**config.mk**
```make
export PLATFORM = sky130hd
export DESIGN_NAME = rgb_bram_feeder
export DESIGN_NICKNAME = d
export VERILOG_FILES = /design/src/rtl/rgb_feeder_pkg.sv /design/src/rtl/feeder_skid_fifo.sv /design/src/rtl/rgb_bram_feeder.sv
export SDC_FILE = /design/constraint.sdc
export NUM_CORES = 1
export LEC_CHECK = 0
export CAP_MARGIN = 10
export CELL_PAD_IN_SITES_DETAIL_PLACEMENT = 0
export CELL_PAD_IN_SITES_GLOBAL_PLACEMENT = 1
export CORE_MARGIN = 2
export CORE_UTILIZATION = 40
export DETAILED_ROUTE_END_ITERATION = 6
export PLACE_DENSITY_LB_ADDON = 0.1
export SETUP_SLACK_MARGIN = 0.05
export SYNTH_ARGS = -nofsm -noshare
export SYNTH_HDL_FRONTEND = slang
export SYNTH_SLANG_ARGS = --single-unit
```
**constraint.sdc**
```tcl
create_clock -name clk_fast -period 2.5 [get_ports clk_fast]
set_input_delay 0.25 -clock clk_fast [delete_from_list [all_inputs] [get_ports clk_fast]]
set_output_delay 0.25 -clock clk_fast [all_outputs]
set_load 0.01 [all_outputs]
```
**src/rtl/rgb_feeder_pkg.sv**
```systemverilog
// Shared types and word-packing helpers for the RGB BRAM feeder.
// A stream word carries three 16-bit channels with the top 16 bits held at zero.
package rgb_feeder_pkg;

  typedef enum logic [1:0] {IDLE, RUN, DRAIN} feeder_state_t;

  localparam int R_LSB      = 32;
  localparam int G_LSB      = 16;
  localparam int B_LSB      = 0;
  localparam int PAD_HI_MSB = 63;
  localparam int PAD_HI_LSB = 48;
  localparam int WORD_W     = 64;
  localparam int FIFO_W     = WORD_W + 1;

  function automatic logic [WORD_W-1:0] pack_rgb(input logic [15:0] r,
                                                 input logic [15:0] g,
                                                 input logic [15:0] b);
    logic [WORD_W-1:0] w;
    w = '0;
    w[R_LSB +: 16] = r;
    w[G_LSB +: 16] = g;
    w[B_LSB +: 16] = b;
    w[PAD_HI_MSB:PAD_HI_LSB] = 16'd0;
    return w;
  endfunction

endpackage

```
**src/rtl/feeder_skid_fifo.sv**
```systemverilog
// Two-entry skid FIFO that absorbs the reads still in flight when the consumer stalls.
// A simultaneous push and pop on a full FIFO is accepted and leaves occupancy unchanged.
module feeder_skid_fifo
  import rgb_feeder_pkg::*;
(
  input  logic              clk_fast,
  input  logic              reset,
  input  logic              push,
  input  logic [FIFO_W-1:0] push_data,
  input  logic              pop,
  output logic [FIFO_W-1:0] pop_data,
  output logic              full,
  output logic              empty,
  output logic [1:0]        occ
);

  logic [FIFO_W-1:0] mem [0:1];
  logic              wr_ptr;
  logic              rd_ptr;
  logic              do_push;
  logic              do_pop;

  assign full     = (occ == 2'd2);
  assign empty    = (occ == 2'd0);
  assign do_pop   = pop && !empty;
  assign do_push  = push && (!full || do_pop);
  assign pop_data = mem[rd_ptr];

  always_ff @(posedge clk_fast or negedge reset) begin
    if (!reset) begin
      mem[0] <= '0;
      mem[1] <= '0;
      wr_ptr <= 1'b0;
      rd_ptr <= 1'b0;
      occ    <= 2'd0;
    end else begin
      if (do_push) begin
        mem[wr_ptr] <= push_data;
        wr_ptr      <= ~wr_ptr;
      end
      if (do_pop) begin
        rd_ptr <= ~rd_ptr;
      end
      occ <= occ + {1'b0, do_push} - {1'b0, do_pop};
    end
  end

endmodule

```
**src/rtl/rgb_bram_feeder.sv**
```systemverilog
// Streams one RGB image from three channel BRAMs as packed 64-bit words, zero-padded to a
// burst multiple, with credit-based issue so that stalled reads always fit in the skid FIFO.
module rgb_bram_feeder
  import rgb_feeder_pkg::*;
#(
  parameter int ADDR_W   = 13,
  parameter int PIX_W    = 16,
  parameter int MAX_PIX  = 7056,
  parameter int PAD_MULT = 8
) (
  input  logic              clk_fast,
  input  logic              reset,
  input  logic              start,
  input  logic [7:0]        in_size,
  input  logic              busy,
  output logic              bram_en,
  output logic [ADDR_W-1:0] bram_addr,
  input  logic [PIX_W-1:0]  dout_r,
  input  logic [PIX_W-1:0]  dout_g,
  input  logic [PIX_W-1:0]  dout_b,
  output logic [63:0]       rdata,
  output logic              rdata_valid,
  output logic              active,
  output logic              done,
  output logic              cfg_err
);

  feeder_state_t     state, state_next;
  logic [15:0]       idx, pop_cnt, npix, total;
  logic [15:0]       size_sq, total_new;
  logic              size_ok;
  logic              inflight, inflight_zero;
  logic              issue, credit, pop, last_pop;
  logic              fifo_full, fifo_empty;
  logic [1:0]        occ;
  logic [2:0]        outstanding;
  logic [FIFO_W-1:0] fifo_dout;

  assign size_sq   = {8'd0, in_size} * {8'd0, in_size};
  assign size_ok   = (in_size != 8'd0) && (size_sq <= 16'(MAX_PIX));
  assign total_new = (size_sq + 16'(PAD_MULT - 1)) & ~16'(PAD_MULT - 1);

  // The spare FIFO bit marks padding slots, so those words read as zero regardless of BRAM data.
  assign rdata_valid = !fifo_empty;
  assign rdata       = (rdata_valid && !fifo_dout[FIFO_W-1]) ? fifo_dout[63:0] : 64'd0;
  assign pop         = rdata_valid && !busy;
  assign last_pop    = (state == DRAIN) && pop && (pop_cnt == total - 16'd1);
  assign active      = (state != IDLE);

  // Outstanding = words held plus the read in flight; at two, only a pop this cycle frees a slot.
  assign outstanding = {1'b0, occ} + {2'b0, inflight};
  assign credit      = (outstanding < 3'd2) || (pop && (fifo_full || inflight));

  always_ff @(posedge clk_fast or negedge reset) begin
    if (!reset) state <= IDLE;
    else        state <= state_next;
  end

  always_comb begin
    state_next = state;
    issue      = 1'b0;
    bram_en    = 1'b0;
    bram_addr  = '0;
    case (state)
      IDLE:    if (start && size_ok) state_next = RUN;
      RUN: begin
        issue = credit;
        if (issue && (idx == total - 16'd1)) state_next = DRAIN;
      end
      DRAIN:   if (last_pop) state_next = IDLE;
      default: state_next = IDLE;
    endcase
    if (issue && (idx < npix)) begin
      bram_en   = 1'b1;
      bram_addr = idx[ADDR_W-1:0];
    end
  end

  always_ff @(posedge clk_fast or negedge reset) begin
    if (!reset) begin
      idx           <= 16'd0;
      pop_cnt       <= 16'd0;
      npix          <= 16'd0;
      total         <= 16'd0;
      inflight      <= 1'b0;
      inflight_zero <= 1'b0;
      cfg_err       <= 1'b0;
      done          <= 1'b0;
    end else begin
      done          <= last_pop;
      inflight      <= issue;
      inflight_zero <= issue && (idx >= npix);
      if (state == IDLE) begin
        if (start) begin
          if (size_ok) begin
            npix    <= size_sq;
            total   <= total_new;
            idx     <= 16'd0;
            pop_cnt <= 16'd0;
            cfg_err <= 1'b0;
          end else begin
            cfg_err <= 1'b1;
          end
        end
      end else begin
        if (issue) idx     <= idx + 16'd1;
        if (pop)   pop_cnt <= pop_cnt + 16'd1;
      end
    end
  end

  feeder_skid_fifo u_fifo (
    .clk_fast  (clk_fast),
    .reset     (reset),
    .push      (inflight),
    .push_data ({inflight_zero, pack_rgb(dout_r, dout_g, dout_b)}),
    .pop       (pop),
    .pop_data  (fifo_dout),
    .full      (fifo_full),
    .empty     (fifo_empty),
    .occ       (occ)
  );

endmodule

```
==> results.json, run 1 <==
{
  "outcome": "complete, but fails checks",
  "violations": "setup timing",
  "max_freq_ghz": 0.215,
  "clkLatencyLatePin_ps": 440,
  "placed_cells": 1581,
  "p_int_mw": 11.6,
  "path_buf_inv": 5,
  "ant_nets": 0,
  "row_count": 59,
  "yosysSeqAreaShare": 0.402,
  "die_area_sq_um": 27400,
  "drive_gt1_frac": 0.355,
  "hold_slack_ps": 292,
  "drt_iter0_markers": 403,
  "port_buffers": 125,
  "crit_family": "adder cells",
  "fillers": 2272,
  "coreArea_sq_um": 25800,
  "tritoncts": "built",
  "p_per_area_nw_per_um2": 1270,
  "ys_warn_count": 0,
  "cp-start-kind": "input pin",
  "cts_buffer_depth": 2,
  "fin_cells": 1650,
  "irDropWorstVdd_uv": 660,
  "drc_errors": 0,
  "hpwl_mm": 18.5,
  "antenna_cells": 0,
  "grt-ovfl-total": 0,
  "num_vias": 8200,
  "p_seq_frac": 0.241,
  "synth_cell_types": 58,
  "finClkSkew_ps": 16.8,
  "path_clk_slew_ps": 70,
  "drt-total-wl_mm": 26.3,
  "antenna_found_initial": 0,
  "hold_viol": 0,
  "max_slew_margin": 0.617,
  "initial_core_util": 0.405,
  "endpoint_kind": "register",
  "post-place-ws_ps": -3100,
  "critical-path-max-stage-delay_ps": 580,
  "power_leakage_nw": 6.72,
  "cp_cell_sequence": "buf_8, buf_6, and2_4, fa_2, fa_2, inv_2, fa_2, fa_1, inv_2, ha_4, a2111oi_4, o21ai_1, nand2_2, xnor2_2, a41o_1, a311o_1, buf_6, or2_4, a311o_1",
  "synthArstFlopShare": 1.00,
  "synth_top_area_share": 0.402,
  "track_usage": 0.196,
  "drv_slew": 0,
  "setup_violations": 76,
  "nets": 1436,
  "layout_setup_ws_ps": -2160,
  "numCtsBuffers": 17,
  "drt_first_pass_iters": 4,
  "grt_start_max_net_pins": 60,
  "critPathSlowestCell": "fa_2",
  "cts-root-buf": "clkbuf_16",
  "cp.arrival_ps": 4970,
  "synth_edf_count": 0,
  "path_common_cell": "fa_2",
  "criticalPathCategory": "in -> reg",
  "hp-class": "in -> reg",
  "io_pins": 142,
  "syn_area_sq_um": 10500,
  "cts_sinks": 168,
  "tightest_slew_ps": 574,
  "switching_share": 0.382,
  "viasPerCell": 4.97,
  "yosysTopAreaCell": "dfrtp_1",
  "switchingPower_mw": 7.14,
  "required_ps": 2810,
  "first_global_vias": 8538,
  "drv_cap": 0,
  "post-route-util": 0.572,
  "rsz0062_at_grt": "true",
  "place.gp.congestion": 0.780,
  "pwr-share-clk": 0.140,
  "grt_pass1_wl_mm": 44.1,
  "routedWlPerCell_um": 16.0,
  "combPwrFrac": 0.619,
  "die_w_um": 166,
  "synth.area.top_cells": "dfrtp_1 (40%), mux2_2 (12%), ha_1 (5.9%)",
  "cts-htree-levels": 4,
  "synth_flop_cell": "dfrtp_1",
  "die_y_um": 166,
  "synth_seq_cells": 168,
  "crit_path_max_fanout": 8,
  "syn_inst": 1013,
  "syn_area_per_cell_sq_um": 10.3,
  "syn_to_final_growth_pct": 41.3,
  "fin_crit_ps": 4660,
  "fin_crit_sh": 1.86
}
cells in the final DEF, fill, tap and decap left out, types with 11 or more instances in the layout:
cell type and count:
and2_1 17, buf_4 153, buf_6 32, clkbuf_16 19, clkdlybuf4s50_1 99, conb_1 18
dfrtp_1 167, fa_1 20, ha_1 39, inv_1 61, inv_2 11, mux2_2 98
mux2_4 12, mux2i_1 54, nand2_1 47, nand3_1 22, nor2_1 84, nor3_1 22
o21ai_1 15, o21ai_2 13, xnor2_1 37, xor2_1 35
area by class of cell:
class	count	area, sq um	share of cell area
clock buffers	18	429	0.0291
clock inverters	14	153	0.0103
inverters	72	270	0.0183
multi-input cells	730	6370	0.431
flip-flops and latches	168	4210	0.285
well taps	335	419	0.0284
repair buffers	313	2920	0.198
routing by layer:
layer	GRT usage	part of all wire
met4	0.0450	0.013
met2	0.332	0.48
met3	0.0320	0.027
met1	0.266	0.48
met5	0	0
through the flow:
| stage | total power, mW | TNS, ps | area, sq um |
|---|---|---|---|
| after global routing | 20.1 | -143320 | 14800 |
| final | 18.7 | -130590 | 14800 |
| after detailed placement | 14.8 | -188110 | 13200 |
| after global placement | 14.6 | -186140 | 13200 |
| after CTS | 18.5 | -129160 | 14500 |
| after floorplan | 10.4 | -138370 | 10600 |
final timing paths:
kind | from | endpoint | slack (ps) | depth (start not counted)
max | in_size[2] | pop_cnt[12] | -2160 | 19
min | in_size[0] | npix[0] | 290 | 3
max reg2reg | u_fifo.occ[1] | idx[14] | 90 | 10
min reg2reg | npix[14] | npix[14] | 500 | 2
max in group asynchronous | reset | idx[10] | 1390 | 3
min in group asynchronous | reset | u_fifo.mem[22] | 370 | 2
worst register-to-register path, stage by stage, from the launching register on:
cell,delay [ps]
dfrtp_1,430
mux2i_1,130
o21ai_0,130
or2_2,400
inv_1,330
buf_4,220
nand3_1,100
nor2_1,160
nand3_1,110
xor2_1,230
nor2_4,60
what timing repair did:
item / in CTS / in global routing
setup endpoints to repair: 78 / 127
endpoints found under the hold margin: 57 / 0
pin swaps: 63 / 39
buffers inserted: 26 / 9
hold buffers: 1 / 0
gates resized for setup: 231 / 58
gates cloned: 6 / 0
power by group through the flow:
stage          registers, mW  clock network (mW)  logic (mW)
6_report                4.51                2.61        11.6
5_1_grt                 4.65                2.81        12.6
4_1_cts                 4.50                2.69        11.3
3_5_place_dp            4.54                   0        10.2
3_3_place_gp            4.49                   0        10.2
2_1_floorplan           4.42                   0        6.00
state kept, by name (all words and copies together), names as in the netlist:
name and flops:
inflight 1, u_fifo.mem 98, u_fifo.occ 2, u_fifo.wr_ptr 1
pop_cnt 16, done 1, idx 16, npix 15
state 2, cfg_err 1, inflight_zero 1, total 13
u_fifo.rd_ptr 1
Yosys cell counts, types with 16 or more instances:
| cell type | count |
|---|---|
| nor3_1 | 28 |
| and3_1 | 18 |
| buf_4 | 16 |
| clkbuf_1 | 32 |
| mux2i_1 | 54 |
| nand3_1 | 22 |
| inv_1 | 72 |
| ha_1 | 49 |
| a21oi_1 | 16 |
| o21ai_0 | 36 |
| xnor2_1 | 38 |
| mux2_2 | 110 |
| fa_1 | 25 |
| nor2_1 | 97 |
| dfrtp_1 | 168 |
| and2_1 | 25 |
| xor2_1 | 37 |
| nand2_1 | 52 |
kinds of logic after synthesis:
family                   synth area share
flip-flops                          0.402
multiplexers                        0.170
AO/OA/AOI/OAI                      0.0626
buffers and inverters              0.0545
other                            0.000718
XOR/XNOR                           0.0628
AND/OR/NAND/NOR                     0.140
adder cells (fa/ha/maj)             0.107
Note: power is estimated with default switching activity, not from simulation.
==> inputs of run 2 (changes only) <==
Settings changed: TNS_END_PERCENT from default to 20.
==> results.json, run 2 (synthesis results as in run 1) <==
{
  "outcome": "complete, but fails checks",
  "violations": "setup timing",
  "drt_iter0_markers": 406,
  "drt_first_pass_iters": 4,
  "endpoint_kind": "register",
  "tns_ps": -129150,
  "cp_cell_sequence": "buf_8, buf_6, and2_4, fa_2, fa_2, inv_2, fa_2, fa_1, inv_2, ha_4, buf_4, nor2b_2, a221oi_2, nand2_1, a41o_1, a311o_2, or2_4, buf_6, a311o_1",
  "required_ps": 2810,
  "crit_path_max_fanout": 7,
  "layout_setup_ws_ps": -2150,
  "cts-htree-levels": 4,
  "critPathSlowestCell": "fa_2",
  "hpwl_mm": 18.8,
  "grt_pass1_wl_mm": 43.2,
  "min-delay-start": "in_size[0]",
  "rsz0062_at_grt": "true",
  "postPlaceCellArea_sq_um": 13200,
  "critical-path-max-stage-delay_ps": 580,
  "tightest_slew_ps": 487,
  "cts_buffer_depth": 2,
  "ant_nets": 0,
  "port_buffers": 125,
  "cp-start-kind": "input pin",
  "layout_common_cells": "dfrtp_1 (167), buf_4 (148), mux2_2 (110), clkdlybuf4s50_1 (101), nor2_1 (94)",
  "switching_share": 0.384,
  "die_y_um": 166,
  "irDropWorstVdd_uv": 643,
  "criticalPathCategory": "in -> reg",
  "first_global_vias": 8532,
  "combPwrFrac": 0.600,
  "drt-total-wl_mm": 25.5,
  "crit_family": "adder cells",
  "die_area_sq_um": 27400,
  "grt_start_max_net_pins": 68,
  "path_buf_inv": 6,
  "post-route-util": 0.553,
  "hold_viol": 0,
  "fin_crit_ps": 4650,
  "row_count": 59,
  "r2r_start": "total[5]",
  "num_vias": 8158,
  "antenna_cells": 0,
  "numCtsBuffers": 17,
  "p_per_area_nw_per_um2": 1260,
  "max_freq_ghz": 0.215,
  "p_seq_frac": 0.250,
  "grt-ovfl-total": 0,
  "drv_cap": 0,
  "max_slew_margin": 0.667,
  "place.gp.congestion": 0.820,
  "drive_gt1_frac": 0.320,
  "cp.arrival_ps": 4960,
  "pwr-share-clk": 0.150,
  "path_clk_slew_ps": 70,
  "p_int_mw": 11.1,
  "worstSetupStartpoint": "in_size[2]",
  "nets": 1420,
  "finClkSkew_ps": 15.8,
  "fin_area_sq_um": 14300,
  "drv_slew": 0,
  "track_usage": 0.193,
  "drc_errors": 0,
  "tritoncts": "built",
  "syn_to_final_growth_pct": 36.8,
  "switchingPower_mw": 6.90,
  "hp-class": "in -> reg",
  "cts-root-buf": "clkbuf_16",
  "coreArea_sq_um": 25800,
  "antenna_found_initial": 0,
  "io_pins": 142,
  "largest_register_ffs": 98,
  "reg.largest.list": "u_fifo.mem (98), idx (16), pop_cnt (16)",
  "regMostFlops": "u_fifo.mem",
  "viasPerCell": 4.99,
  "fin_crit_sh": 1.86,
  "clkLatencyLatePin_ps": 440,
  "post-place-ws_ps": -3220,
  "die_w_um": 166,
  "cts_sinks": 168,
  "path_common_cell": "fa_2",
  "power_leakage_nw": 6.54,
  "routedWlPerCell_um": 15.6,
  "initial_core_util": 0.405,
  "setup_violations": 76,
  "layout_commonest_cell": "dfrtp_1"
}
==> run 2: cell types whose count changed in the layout (fill, tap and decap cells not counted), sizes merged <==
| cell | before | now |
|---|---|---|
| buf | 208 | 189 |
| clkinv | 7 | 6 |
| inv | 79 | 80 |
| clkbuf | 20 | 18 |
| dlymetal6s2s | 3 | 1 |
| clkdlybuf4s50 | 99 | 101 |
| clkdlybuf4s15 | 0 | 4 |
| clkinvlp | 0 | 1 |
==> run 2: area by class of cell <==
cell class              instances  area [sq um]
clock buffers                  17           425
inverters                      72           270
well taps                     335           419
fillers                      2350         11500
multi-input cells             730          6110
clock inverters                15           188
repair buffers                297          2680
flip-flops and latches        168          4210
==> run 2: power groups by stage <==
stage          sequential (mW)  clock [mW]  combinational [mW]
2_1_floorplan             4.42           0                6.00
3_3_place_gp              4.50           0                10.2
3_5_place_dp              4.54           0                10.3
4_1_cts                   4.49        2.77                10.6
5_1_grt                   4.65        2.90                11.8
6_report                  4.50        2.70                10.8
==> run 2: through the flow <==
step	std cells	power [mW]	hold WS, ps
after floorplan	1029	10.4	-45.6
after global placement	1578	14.7	216
after detailed placement	1578	14.8	219
after CTS	1625	17.9	285
after global routing	1634	19.3	280
final	1634	18.0	274
==> run 2: path summary, 6_finish.rpt <==
path,endpoint,slack (ps),cells past startpoint
hold / removal,npix[0],270,3
hold reg to reg,u_fifo.mem[129],500,1
setup reg to reg,state[1],60,11
setup / recovery,pop_cnt[10],-2150,19
max in group asynchronous,u_fifo.mem[107],1440,3
min in group asynchronous,u_fifo.mem[84],330,2
==> run 2: worst min-delay path, stage by stage <==
cell and delay [ps]:
clkbuf_2 130, buf_6 140, mux2_2 150
==> run 2: timing repair <==
| action | in CTS | in global routing |
|---|---|---|
| hold buffers | 1 | 0 |
| gates cloned | 1 | 0 |
| buffers inserted | 13 | 9 |
| endpoints found under the setup margin | 77 | 90 |
| resized for setup | 136 | 59 |
| pin swaps | 35 | 31 |
| hold endpoints to repair | 45 | 0 |
==> run 2: per-layer routing <==
layer | vias up | GRT usage | part of all wire
li1 | 4007 | - | -
met1 | 4026 | 0.255 | 0.47
met2 | 111 | 0.332 | 0.49
met3 | 14 | 0.0346 | 0.028
met4 | 0 | 0.0416 | 0.0096
met5 | - | 0 | 0
==> inputs of run 3 (changes only) <==
Settings changed: CTS_CLUSTER_SIZE from default to 28.
==> results of run 3 <==
Same layout as run 2: the final DEF is identical, and so are final timing and power.
